## config.mk

```make
export PLATFORM = sky130hd
export DESIGN_NAME = dl11_irq_arbiter
export DESIGN_NICKNAME = d
export VERILOG_FILES = /design/src/rtl/dl11_irq_arbiter.sv
export SDC_FILE = /design/constraint.sdc
export NUM_CORES = 1
export LEC_CHECK = 0
export BUFFER_PORTS_ARGS = -buffer_cell sky130_fd_sc_hd__buf_2
export CORE_MARGIN = 5
export CORE_UTILIZATION = 31
export CTS_CLUSTER_SIZE = 25
export DETAILED_ROUTE_END_ITERATION = 10
export HOLD_SLACK_MARGIN = 0.02
export PLACE_DENSITY = 0.84
export SYNTH_ARGS = -nofsm -noshare
export SYNTH_HDL_FRONTEND = slang
export SYNTH_SLANG_ARGS = --single-unit
```

## constraint.sdc

```tcl
create_clock -name sys_clk -period 1 [get_ports sys_clk]
set_clock_uncertainty 0.1 [all_clocks]
set_input_delay 0.05 -clock sys_clk [delete_from_list [all_inputs] [get_ports sys_clk]]
set_output_delay 0.05 -clock sys_clk [all_outputs]
set_load 0.02 [all_outputs]
```

## src/rtl/dl11_irq_arbiter.sv

```systemverilog
// DL11 console interrupt arbiter: owns RCSR/XCSR IE bits, merges RX/TX ready into one IRQ, supplies vector at INTACK.
// Latency: cond rise -> pending 1 edge -> irq 1 edge; INTACK -> vector_valid next edge; bus_end -> release next edge.
// Backpressure: none; bus strobes are single-cycle pulses, and a request is held until acknowledged or withdrawn.
module dl11_irq_arbiter (
   input  logic        sys_clk,
   input  logic        RESET_n,
   input  logic        bus_write_stb,
   input  logic        bus_byte,
   input  logic        bus_intack_stb,
   input  logic        bus_end_stb,
   input  logic [15:0] bus_address,
   input  logic [15:0] bus_wdata,
   input  logic        rx_data_ready,
   input  logic        tx_ready,
   output logic        rcsr_ie,
   output logic        xcsr_ie,
   output logic        irq,
   output logic [15:0] vector,
   output logic        vector_valid
);

   localparam logic [15:0] RX_VECTOR = 16'o000060;
   localparam logic [15:0] TX_VECTOR = 16'o000064;
   localparam logic [15:0] ADRS_RCSR = 16'o177560;
   localparam logic [15:0] ADRS_XCSR = 16'o177564;

   localparam logic [1:0] S_IDLE = 2'd0;
   localparam logic [1:0] S_REQ  = 2'd1;
   localparam logic [1:0] S_VEC  = 2'd2;

   logic [1:0] state;
   logic       rx_cond, tx_cond;
   logic       rx_cond_d, tx_cond_d;
   logic       rx_pend, tx_pend;
   logic       rx_pend_nx, tx_pend_nx;
   logic       lane_lo, wr_rcsr, wr_xcsr;
   logic       ack, rx_grant, tx_grant;

   // Only bit 6 of the CSR write data is owned here; the rest belongs to the UART CSR logic.
   logic unused_wdata;
   assign unused_wdata = ^{bus_wdata[15:7], bus_wdata[5:0]};

   // IE lives in the low byte. A word write covers the whole register; a byte write
   // only reaches it when it targets the even (low) byte.
   assign lane_lo = ~(bus_byte & bus_address[0]);
   assign wr_rcsr = bus_write_stb & lane_lo & (bus_address[15:1] == ADRS_RCSR[15:1]);
   assign wr_xcsr = bus_write_stb & lane_lo & (bus_address[15:1] == ADRS_XCSR[15:1]);

   assign rx_cond = rx_data_ready & rcsr_ie;
   assign tx_cond = tx_ready & xcsr_ie;

   // Winner is picked from the pendings seen at the INTACK cycle, RX first.
   assign ack      = bus_intack_stb & (state == S_REQ);
   assign rx_grant = ack & rx_pend;
   assign tx_grant = ack & ~rx_pend & tx_pend;

   // Pending next-state: rising edge sets; dropped cond or grant clears; set beats clear.
   always_comb begin
      rx_pend_nx = (rx_cond & ~rx_cond_d) | (rx_pend & rx_cond & ~rx_grant);
      tx_pend_nx = (tx_cond & ~tx_cond_d) | (tx_pend & tx_cond & ~tx_grant);
   end

   // Interrupt-enable bits, written through the CSR addresses.
   always_ff @(posedge sys_clk) begin
      if (!RESET_n) begin
         rcsr_ie <= 1'b0;
         xcsr_ie <= 1'b0;
      end else begin
         if (wr_rcsr) rcsr_ie <= bus_wdata[6];
         if (wr_xcsr) xcsr_ie <= bus_wdata[6];
      end
   end

   // Edge-detect history and pending flags for both sources.
   always_ff @(posedge sys_clk) begin
      if (!RESET_n) begin
         rx_cond_d <= 1'b0;
         tx_cond_d <= 1'b0;
         rx_pend   <= 1'b0;
         tx_pend   <= 1'b0;
      end else begin
         rx_cond_d <= rx_cond;
         tx_cond_d <= tx_cond;
         rx_pend   <= rx_pend_nx;
         tx_pend   <= tx_pend_nx;
      end
   end

   // Request / acknowledge sequencer with registered irq, vector and vector_valid.
   always_ff @(posedge sys_clk) begin
      if (!RESET_n) begin
         state        <= S_IDLE;
         irq          <= 1'b0;
         vector       <= 16'd0;
         vector_valid <= 1'b0;
      end else begin
         case (state)
            S_IDLE: begin
               if (rx_pend | tx_pend) begin
                  state <= S_REQ;
                  irq   <= 1'b1;
               end
            end
            S_REQ: begin
               // INTACK is checked first: once the CPU has started the cycle a
               // vector must be supplied, even if it is 0 because the request vanished.
               if (bus_intack_stb) begin
                  if (rx_pend)      vector <= RX_VECTOR;
                  else if (tx_pend) vector <= TX_VECTOR;
                  else              vector <= 16'd0;
                  state        <= S_VEC;
                  irq          <= 1'b0;
                  vector_valid <= 1'b1;
               end else if (!rx_pend && !tx_pend) begin
                  state <= S_IDLE;
                  irq   <= 1'b0;
               end
            end
            S_VEC: begin
               if (bus_end_stb) begin
                  state        <= S_IDLE;
                  vector_valid <= 1'b0;
               end
            end
            default: begin
               state        <= S_IDLE;
               irq          <= 1'b0;
               vector_valid <= 1'b0;
            end
         endcase
      end
   end

endmodule

```

; ---- Word level (Yosys, flattened, before mapping)
; Index checks and enable logic that the tools add are counted.
[op_classes]
n_bitwise = 27
n_reduce_logical = 8
mux = 14
eq_ne = 8
[op_table]
columns = op, count
row1 = $eq A15 B15 Y1 const B, 2
row2 = $and A1 B1 Y1, 16
row3 = $mux W6, 2
row4 = $reduce_and A3 Y1, 3
row5 = $mux W2, 4
row6 = $not A1 Y1, 8
row7 = $ne A2 B2 Y1 const B, 3
row8 = $pmux W1 S3, 2
row9 = $pmux W2 S3, 1
row10 = $mux W1, 5
row11 = $ne A3 B2 Y1 const B, 1
row12 = $or A1 B1 Y1, 3
row13 = $eq A2 B1 Y1 const B, 1
row14 = $eq A2 B2 Y1 const B, 1
row15 = $logic_not A1 Y1, 2
row16 = $logic_not A2 Y1, 1
row17 = $reduce_and A2 Y1, 1
row18 = $logic_and A1 B1 Y1, 1
[word_totals]
ff_bits = 26
elab_cells = 67

; ---- Logic depth before layout (Yosys ltp)
; Gate-level depths: netlist (run 1).
[depth]
depth_word = 7
ltp_mapped = 4
ltp_nobuf = 4

; ---- Least setup slack after synthesis (run 1)
; Ideal clock, no wire load.
[synth_timing]
path_type = register to register
from = reg state[0]
to = reg tx_pend
path_stages_with_launch = 5
setup_time_ps = 124
t_arrival_ps = 913
required_time_ps = 776
period_less_slack_ps = 1137
slack_ps = -137
path_cell_list = dfxtp_1 > nand2_1 > or2_2 > o21ai_0 > a21boi_0
[synth_between]
elab_chain_cells = 7
[synth_lines]
columns = item, line_no
row1 = from (decl), 31  ; logic [1:0] state;
row2 = from (signal assigned), 92  ; state <= S_IDLE;
row3 = from (signal assigned), 100  ; state <= S_REQ;
row4 = from (signal assigned), 111  ; state <= S_VEC;
row5 = $eq A2 B1 Y1, 53  ; assign ack = bus_intack_stb & (state == S_REQ);
row6 = $and A1 B1 Y1, 53
row7 = $and A1 B1 Y1 (2 in a row), 55  ; assign tx_grant = ack & ~rx_pend & tx_pend;
row8 = $not A1 Y1, 60  ; tx_pend_nx = (tx_cond & ~tx_cond_d) | (tx_pend & tx_cond & ~tx_grant);
row9 = $and A1 B1 Y1, 60
row10 = $or A1 B1 Y1, 60
row11 = to (signal assigned), 85  ; tx_pend <= tx_pend_nx;
row12 = to (decl), 34  ; logic rx_pend, tx_pend;
; Every way passes these cells.
; A chain may end at the register's enable or synchronous reset.

; ---- Worst setup path in the final report (run 1)
[layout_timing]
from = reg state[0]
to = reg vector_valid
[layout_between]
elab_chain_cells = 3
elab_cells_between_ends = 8
[layout_lines]
columns = item, line_no
row1 = $eq A2 B2 Y1 (tied with other cells), 97  ; case (state)
row2 = $ne A2 B2 Y1 (no line) / $not A1 Y1 (equally long branches), --
row3 = $reduce_and A3 Y1 (no line), --
row4 = to (signal assigned), 95  ; vector_valid <= 1'b0;
row5 = to (signal assigned), 113  ; vector_valid <= 1'b1;
row6 = to (signal assigned), 122  ; vector_valid <= 1'b0;
row7 = to (decl), 19  ; output logic vector_valid
; Several ways; a longest one is shown, not always the timed one.

==> results.md, run 1 <==
- Max_cap viols: 0
- CTS buffer count: 3
- Filler cells: roughly 180
- Hold Path End: rcsr_ie
- Arrival @ worst endpoint: about 1.1 ns
- CTS tree: built
- Cells after DPL: between 100 and 150
- Skew-Pair Late Insertion Delay: about 0.26 ns
- Syn Area/Cell: between 9 and 10 um2
- Mapped Cells: between 60 and 70
- Routed vias/inst: 4.50
- Ys Warns: 0
- Failing checks: negative setup slack
- Reg2reg end: vector_valid
- IO Count: 60
- WL/cell: ~11 um
- Synth Cell Area: ~600 um2
- Routed vias: 580
- Setup Viol. Count Final: 2
- First-pass DRT Iterations: 3
- Critical Path RT: roughly 1.1 ns
- Post-DP HPWL: roughly 1100 um
- I/O Buffers: 31
- Setup bufs post-CTS: 0
- Layout cells sized above 1: 44.2%
- Seq/Total Area, Yosys: a little over 40%
- P&R area growth vs syn: 43.8%
- Core area: ~1800 um2
- Total gr overflow: 0
- Clock Path Buffers: 2
- Ant diodes: 0
- Die Y: about 54 um
- Hold path depth: 3
- Die ar.: between 2000 and 3000 um2
- Pwr Density: 1020 nW/um2
- Final period util: 102%
- Worst setup SP type: register
- Die width: roughly 54 um
- Initial antenna violation count: 0
- Outcome: finished, violations left
- Post-synth ARST share: 0%
- Routability cong.: between 0.6 and 0.7
- Post-DRT Antenna Nets: 0
- Worst-path clk slew: approximately 0.07 ns
- Final wirelength: around 1400 um
- All-Layer GR Usage: 9.77%
- Final Core Density: around half
- Slew Limit Fails: 0
- Hold Path Class: in -> reg
- Root Driver: clkbuf_4
- Main flop type after synthesis: dfxtp_1
- DRC violations left: 0
- Unrepaired setup endpoints after global routing: yes
- Iteration-0 DRC Markers: 1
- Synth cell types: 25
- Slack of the critical path: -0.0242 ns
- Worst r2r src: state[0]
- Synth top area share: between 40% and 50%
- Min Hold Slack: 0.0161 ns
- Synth Register Bits: 12
- Tot Pwr: just under 900 uW
- Reg2reg setup slack: -0.02 ns
- Vias in the first global route: 573
- Clk sinks: 12
- TNS Setup: -0.0428 ns
- Static Leak: just over 0.4 nW
- Critical path class: reg -> reg
- Final hold vios: 0
- Crit Path Max Fanout: 4
- Fmax: around 980 MHz
- Tmin final: roughly 1 ns
- Crit. End Element: register
- Initial Utilization: between 30% and 40%
- Largest net degree at the start of global routing: 11
- Final std cells w/o fill: approximately 130
- Worst Reg-to-Reg Cells: 4
- EDFF count, synth: 0
- Row cnt: 15
- Final #Nets: 146
- Min-delay src: bus_address[13]
- H-tree depth: 1
- Peak supply drop: between 0.4 and 0.5 mV
- Top cells by area, synth: dfxtp_1 (40%), buf_4 (18%), a21boi_0 (5.0%), and3_1 (3.1%), nand2_1 (3.1%)
- Synth area leader: dfxtp_1
- First-pass GRT wire length: between 2000 and 2500 um
-- sequential cells by signal, summed over array words and instances (netlist names) --
| register | flops |
|---|---|
| state | 2 |
| vector | 2 |
| irq | 1 |
| rcsr_ie | 1 |
| rx_cond_d | 1 |
| rx_pend | 1 |
| tx_cond_d | 1 |
| tx_pend | 1 |
| vector_valid | 1 |
| xcsr_ie | 1 |
-- through the flow --
stage	area [um2]	setup WS, ns
finish	858	-0.0242
global placement	732	-0.162
detailed placement	732	-0.230
floorplan	647	-0.0429
global route	858	-0.0729
CTS	836	-0.0196
-- power by group --
group | internal, mW | leakage [nW] | switching, mW
Clock | 0.139 | 0.0138 | 0.132
Combinational | 0.0582 | 0.296 | 0.0723
Sequential | 0.477 | 0.0987 | 0.00000176
-- layout by cell type (no fill, tap or decap), types with 2 or more instances in the layout --
| master | netlist | final |
|---|---|---|
| buf_2 | 0 | 29 |
| conb_1 | 1 | 13 |
| dfxtp_1 | 12 | 8 |
| dlygate4sd3_1 | 0 | 7 |
| nand2_1 | 5 | 4 |
| dfxtp_2 | 0 | 4 |
| and3_1 | 3 | 3 |
| a21boi_1 | 0 | 3 |
| clkbuf_4 | 0 | 3 |
| nand4b_1 | 2 | 2 |
| nand4_1 | 2 | 2 |
| o211ai_1 | 2 | 2 |
| o31ai_1 | 2 | 2 |
| nor2_2 | 0 | 2 |
| nand3b_1 | 2 | 2 |
| buf_4 | 14 | 2 |
-- Yosys cell counts (all sizes together) (2+ instances only) --
| master | instances |
|---|---|
| nand4b | 2 |
| dfxtp | 12 |
| o211ai | 2 |
| nand4 | 2 |
| nor2 | 3 |
| nand3b | 2 |
| buf | 14 |
| o31ai | 2 |
| a21boi | 4 |
| nand2 | 5 |
| and3 | 3 |
-- worst max path at each step --
| stage | from | end | slack, ns | cells past startpoint |
|---|---|---|---|---|
| final | state[0] | vector_valid | -0.02 | 4 |
| after floorplan | bus_address[7] | xcsr_ie | -0.04 | 4 |
| after global placement | bus_address[7] | rcsr_ie | -0.16 | 5 |
| after CTS | state[0] | tx_pend | -0.02 | 4 |
| after detailed placement | bus_address[7] | xcsr_ie | -0.23 | 5 |
| after global routing | state[0] | tx_pend | -0.07 | 4 |
-- routing by layer --
metal  vias to the layer above  global-route usage (%)  share of wire, %
li1                        287                       -                 -
met1                       265                    9.00                36
met2                        24                    18.8                53
met3                         4                    2.22               9.7
met4                         0                    6.38               1.7
met5                         -                       0                 0
-- critical path, stage by stage, from the launching register on --
cell,delay [ns]
dfxtp_2,0.33
buf_4,0.14
a21oi_2,0.12
o32ai_2,0.08
and2_1,0.15
-- layout make-up --
type / instances / area (um2) / area share (%)
Timing Repair Buffer: 39 / 241 / 28.1
Inverter: 1 / 3.75 / 0.437
Clock buffer: 3 / 22.5 / 2.62
Sequential cell: 12 / 245 / 28.6
Tap cell: 25 / 31.3 / 3.64
Multi-Input combinational cell: 49 / 314 / 36.6
-- kinds of logic (layout without fill, tap and decap cells) --
family                 after synthesis  count (layout)  synth area share, %
flip-flops                          12              12                 40.3
other                                1              13                0.628
AND/OR/NAND/NOR                     21              21                 21.0
buffers and inverters               16              43                 18.9
AO/OA/AOI/OAI                       15              15                 19.3
-- repair_timing --
item	CTS	global route
endpoints found under the hold margin	8	0
hold buffers	7	0
gates resized for setup	7	6
pin swaps	1	2
endpoints found under the setup margin	5	10
No activity file was read; power rests on OpenSTA's default activity.
==> inputs of run 2 (changes only) <==
ABC_AREA = 1   (was unset)
CORE_UTILIZATION = 32   (was 31)
==> run 2 against run 1 <==
  * The flow still finishes with violations (negative setup slack)
  * Register-to-register slack lost 0.04 ns
  * Clock power grew 43%
  * Critical path depth is the same
  * Final cell count grew 22%
  * Sequential power is essentially flat
  * Global-route usage grew 1.0 points
  * Setup slack lost 0.039 ns
  * Combinational power grew 6%
  * Highest routed layer is now met3
==> results.md, run 2 <==
- Outcome: finished, violations left (unchanged)
- Failing checks: negative setup slack (unchanged)
- Synth top area share: 37.9% (was 40.3%)
- Max_cap viols: 0 (unchanged)
- Worst-path clk slew: 0.08 ns (was 0.07 ns)
- Most common cell in the synthesized netlist: nand2_1 (was buf_4)
- Gate power share: 13.8% (was 14.8%)
- First-pass GRT wire length: 2240 um (was 2110 um)
- Crit Path Max Fanout: 6 (was 4)
- Main flop type after synthesis: dfxtp_1 (unchanged)
- Final Core Density: 49.2% (was 48.1%)
- Seq. cell area: 248 um2 (was 245 um2)
- I/O Buffers: 31 (unchanged)
- Post-synth ARST share: 0% (unchanged)
- Static Leak: 0.470 nW (was 0.409 nW)
- Final period util: 106% (was 102%)
- Regs by FF count: state: 2 flops, vector: 2 flops (unchanged)
- First-pass DRT Iterations: 2 (was 3)
- Worst Reg-to-Reg Cells: 4 (unchanged)
- Vias in the first global route: 587 (was 573)
- Most frequent cells in the layout: buf_2 (29), nand2_1 (17), conb_1 (13), inv_1 (8), dfxtp_1 (8) (was buf_2 (29), conb_1 (13), dfxtp_1 (8), dlygate4sd3_1 (7))
- Critical Path RT: 1.12 ns (was 1.05 ns)
- IO Count: 60 (unchanged)
- Die ar.: 2970 um2 (was 2900 um2)
- Clock Path Buffers: 2 (unchanged)
- Largest net degree at the start of global routing: 8 (was 11)
- Post-DP Area: 786 um2 (was 732 um2)
- Post-DRT Antenna Nets: 0 (unchanged)
- WL/cell: 9.26 um (was 10.6 um)
- Hold Path Class: in -> reg (unchanged)
- Post-DP HPWL: 1070 um (was 1100 um)
- Hold path depth: 3 (unchanged)
- Clock Power Share: 38.8% (was 30.8%)
- Final std cells w/o fill: 158 (was 129)
- EDFF count, synth: 0 (unchanged)
- Unrepaired setup endpoints after global routing: yes (unchanged)
- Initial antenna violation count: 0 (unchanged)
- Arrival @ worst endpoint: 1.18 ns (was 1.08 ns)
- Ys Warns: 0 (unchanged)
- Die width: 54.5 um (was 53.9 um)
- Sw Share: 24.8% (was 23.3%)
- Routed vias/inst: 4.11 (was 4.50)
- Filler cells: 195 (was 183)
- Synth Register Bits: 12 (unchanged)
- Area of the multi-input gates: 354 um2 (was 314 um2)
- Tmin final: 1.06 ns (was 1.02 ns)
- Core area: 1920 um2 (was 1780 um2)
- Cells after DPL: 148 (was 119)
- Row cnt: 16 (was 15)
- Final #Nets: 172 (was 146)
- Design area: 946 um2 (was 858 um2)
- Top cells by area, synth: dfxtp_1 (38%), buf_4 (17%), nand2_1 (11%), a21oi_1 (7.1%), nor2_1 (5.9%) (was dfxtp_1 (40%), buf_4 (18%), a21boi_0 (5.0%), and3_1 (3.1%), nand2_1 (3.1%))
- Switch Pwr: 248 uW (was 205 uW)
- H-tree depth: 1 (unchanged)
- All-Layer GR Usage: 10.8% (was 9.77%)
- P_int: 753 uW (was 674 uW)
- P&R area growth vs syn: 49.1% (was 43.8%)
- Mapped Cells: 89 (was 65)
- Clk sinks: 12 (unchanged)
- Root Driver: clkbuf_4 (unchanged)
- Critical path class: reg -> reg (unchanged)
- Syn Area/Cell: 7.13 um2 (was 9.18 um2)
- Most common library cells after synthesis: nand2_1 (18), buf_4 (14), dfxtp_1 (12) (was buf_4 (14), dfxtp_1 (12), nand2_1 (5))
- Skew-Pair Late Insertion Delay: 0.28 ns (was 0.26 ns)
- Most common cell after layout, fill and taps aside: buf_2 (unchanged)
- Slew Limit Fails: 0 (unchanged)
- Routed vias: 649 (was 580)
- Iteration-0 DRC Markers: 3 (was 1)
- Synth cell types: 19 (was 25)
- Crit. End Element: register (unchanged)
- Initial Utilization: 33.0% (was 33.5%)
- Total gr overflow: 0 (unchanged)
- Seq/Total Area, Yosys: 37.9% (was 40.3%)
- Pwr Density: 1060 nW/um2 (was 1020 nW/um2)
- Slack of the critical path: -0.0630 ns (was -0.0242 ns)
- Tot Pwr: 1.00 mW (was 879 uW)
- Final wirelength: 1460 um (was 1370 um)
- CTS tree: built (unchanged)
- Peak supply drop: 0.791 mV (was 0.407 mV)
- Synth area leader: dfxtp_1 (unchanged)
- Synth Cell Area: 634 um2 (was 597 um2)
- Final hold vios: 0 (unchanged)
- DRC violations left: 0 (unchanged)
- Layout cells sized above 1: 45.0% (was 44.2%)
- CTS buffer count: 3 (unchanged)
- Worst setup SP type: register (unchanged)
- Die Y: 54.5 um (was 53.9 um)
- Routability cong.: 0.706 (was 0.670)
- Setup Viol. Count Final: 2 (unchanged)
- Ant diodes: 0 (unchanged)
- Fmax: 941 MHz (was 976 MHz)
- Reg power frac: 47.4% (was 54.3%)
[run 2: changes by cell type after synthesis, sizes merged, moves of 2 or more]
cell    delta
nand2     +14
a21oi      +9
nor2       +9
inv        +8
nand3      +4
a21boi     -3
and3       -3
nand4b     -2
nor3       +2
o211ai     -2
o31ai      -2
[run 2: final cells by class]
| type | count | area share (%) |
|---|---|---|
| clock buffer | 4 | 3.84 |
| inverter | 9 | 3.57 |
| multi-input combinational | 66 | 37.4 |
| sequential | 12 | 26.2 |
| tap | 27 | 3.57 |
| timing repair buffer | 40 | 25.4 |
[run 2: per-stage QoR]
step | TNS [ns] | hold slack [ns] | worst slack, ns
floorplan | 0 | 0.0707 | 0.0218
detailed placement | -0.0729 | 0.199 | -0.0478
global route | -0.323 | 0.0257 | -0.113
finish | -0.0988 | 0.0199 | -0.0630
global placement | -0.0244 | 0.199 | -0.0185
CTS | -0.0264 | -0.00469 | -0.0206
[run 2: cells by family (layout without fill, tap and decap cells)]
logic type | count (synthesis) | count (layout) | synth area share (%)
AO/OA/AOI/OAI | 13 | 13 | 11.2
other | 1 | 13 | 0.591
buffers and inverters | 23 | 53 | 21.9
AND/OR/NAND/NOR | 40 | 40 | 28.4
flip-flops | 12 | 12 | 37.9
[run 2: path summary, 6_finish.rpt]
| path | from | to | slack (ns) |
|---|---|---|---|
| setup / recovery | state[1] | vector_valid | -0.06 |
| hold / removal | bus_intack_stb | vector_valid | 0.02 |
| setup reg to reg | state[1] | vector_valid | -0.06 |
| hold reg to reg | rx_cond_d | rx_pend | 0.30 |
[run 2: routing by layer]
metal  vias up  wire length [um]  part of all wire [%]  track usage [%]
li1        339                 -                     -                -
met1       275               554                    38             11.3
met2        35               725                    50             18.9
met3         0               183                    13             5.72
met4         0                 0                     0             2.49
met5         -                 0                     0                0
[run 2: power groups by stage]
stage | Clock (mW) | Sequential (mW) | Combinational, mW
finish | 0.388 | 0.474 | 0.138
global route | 0.425 | 0.474 | 0.153
CTS | 0.403 | 0.477 | 0.133
detailed placement | 0 | 0.489 | 0.118
global placement | 0 | 0.489 | 0.116
floorplan | 0 | 0.489 | 0.102
[run 2: critical path, stage by stage (launching register included)]
cell and delay [ns]:
dfxtp_4 0.38, nor3_4 0.21, buf_4 0.14, o21ai_2 0.06, a21oi_2 0.12
[run 2: repair_timing]
item                                    4_1_cts  5_1_grt
endpoints found under the hold margin         9        0
endpoints found under the setup margin        2       10
pin swaps                                     1        5
resized for setup                             5       17
hold buffers                                  5        0
setup buffers                                 0        1
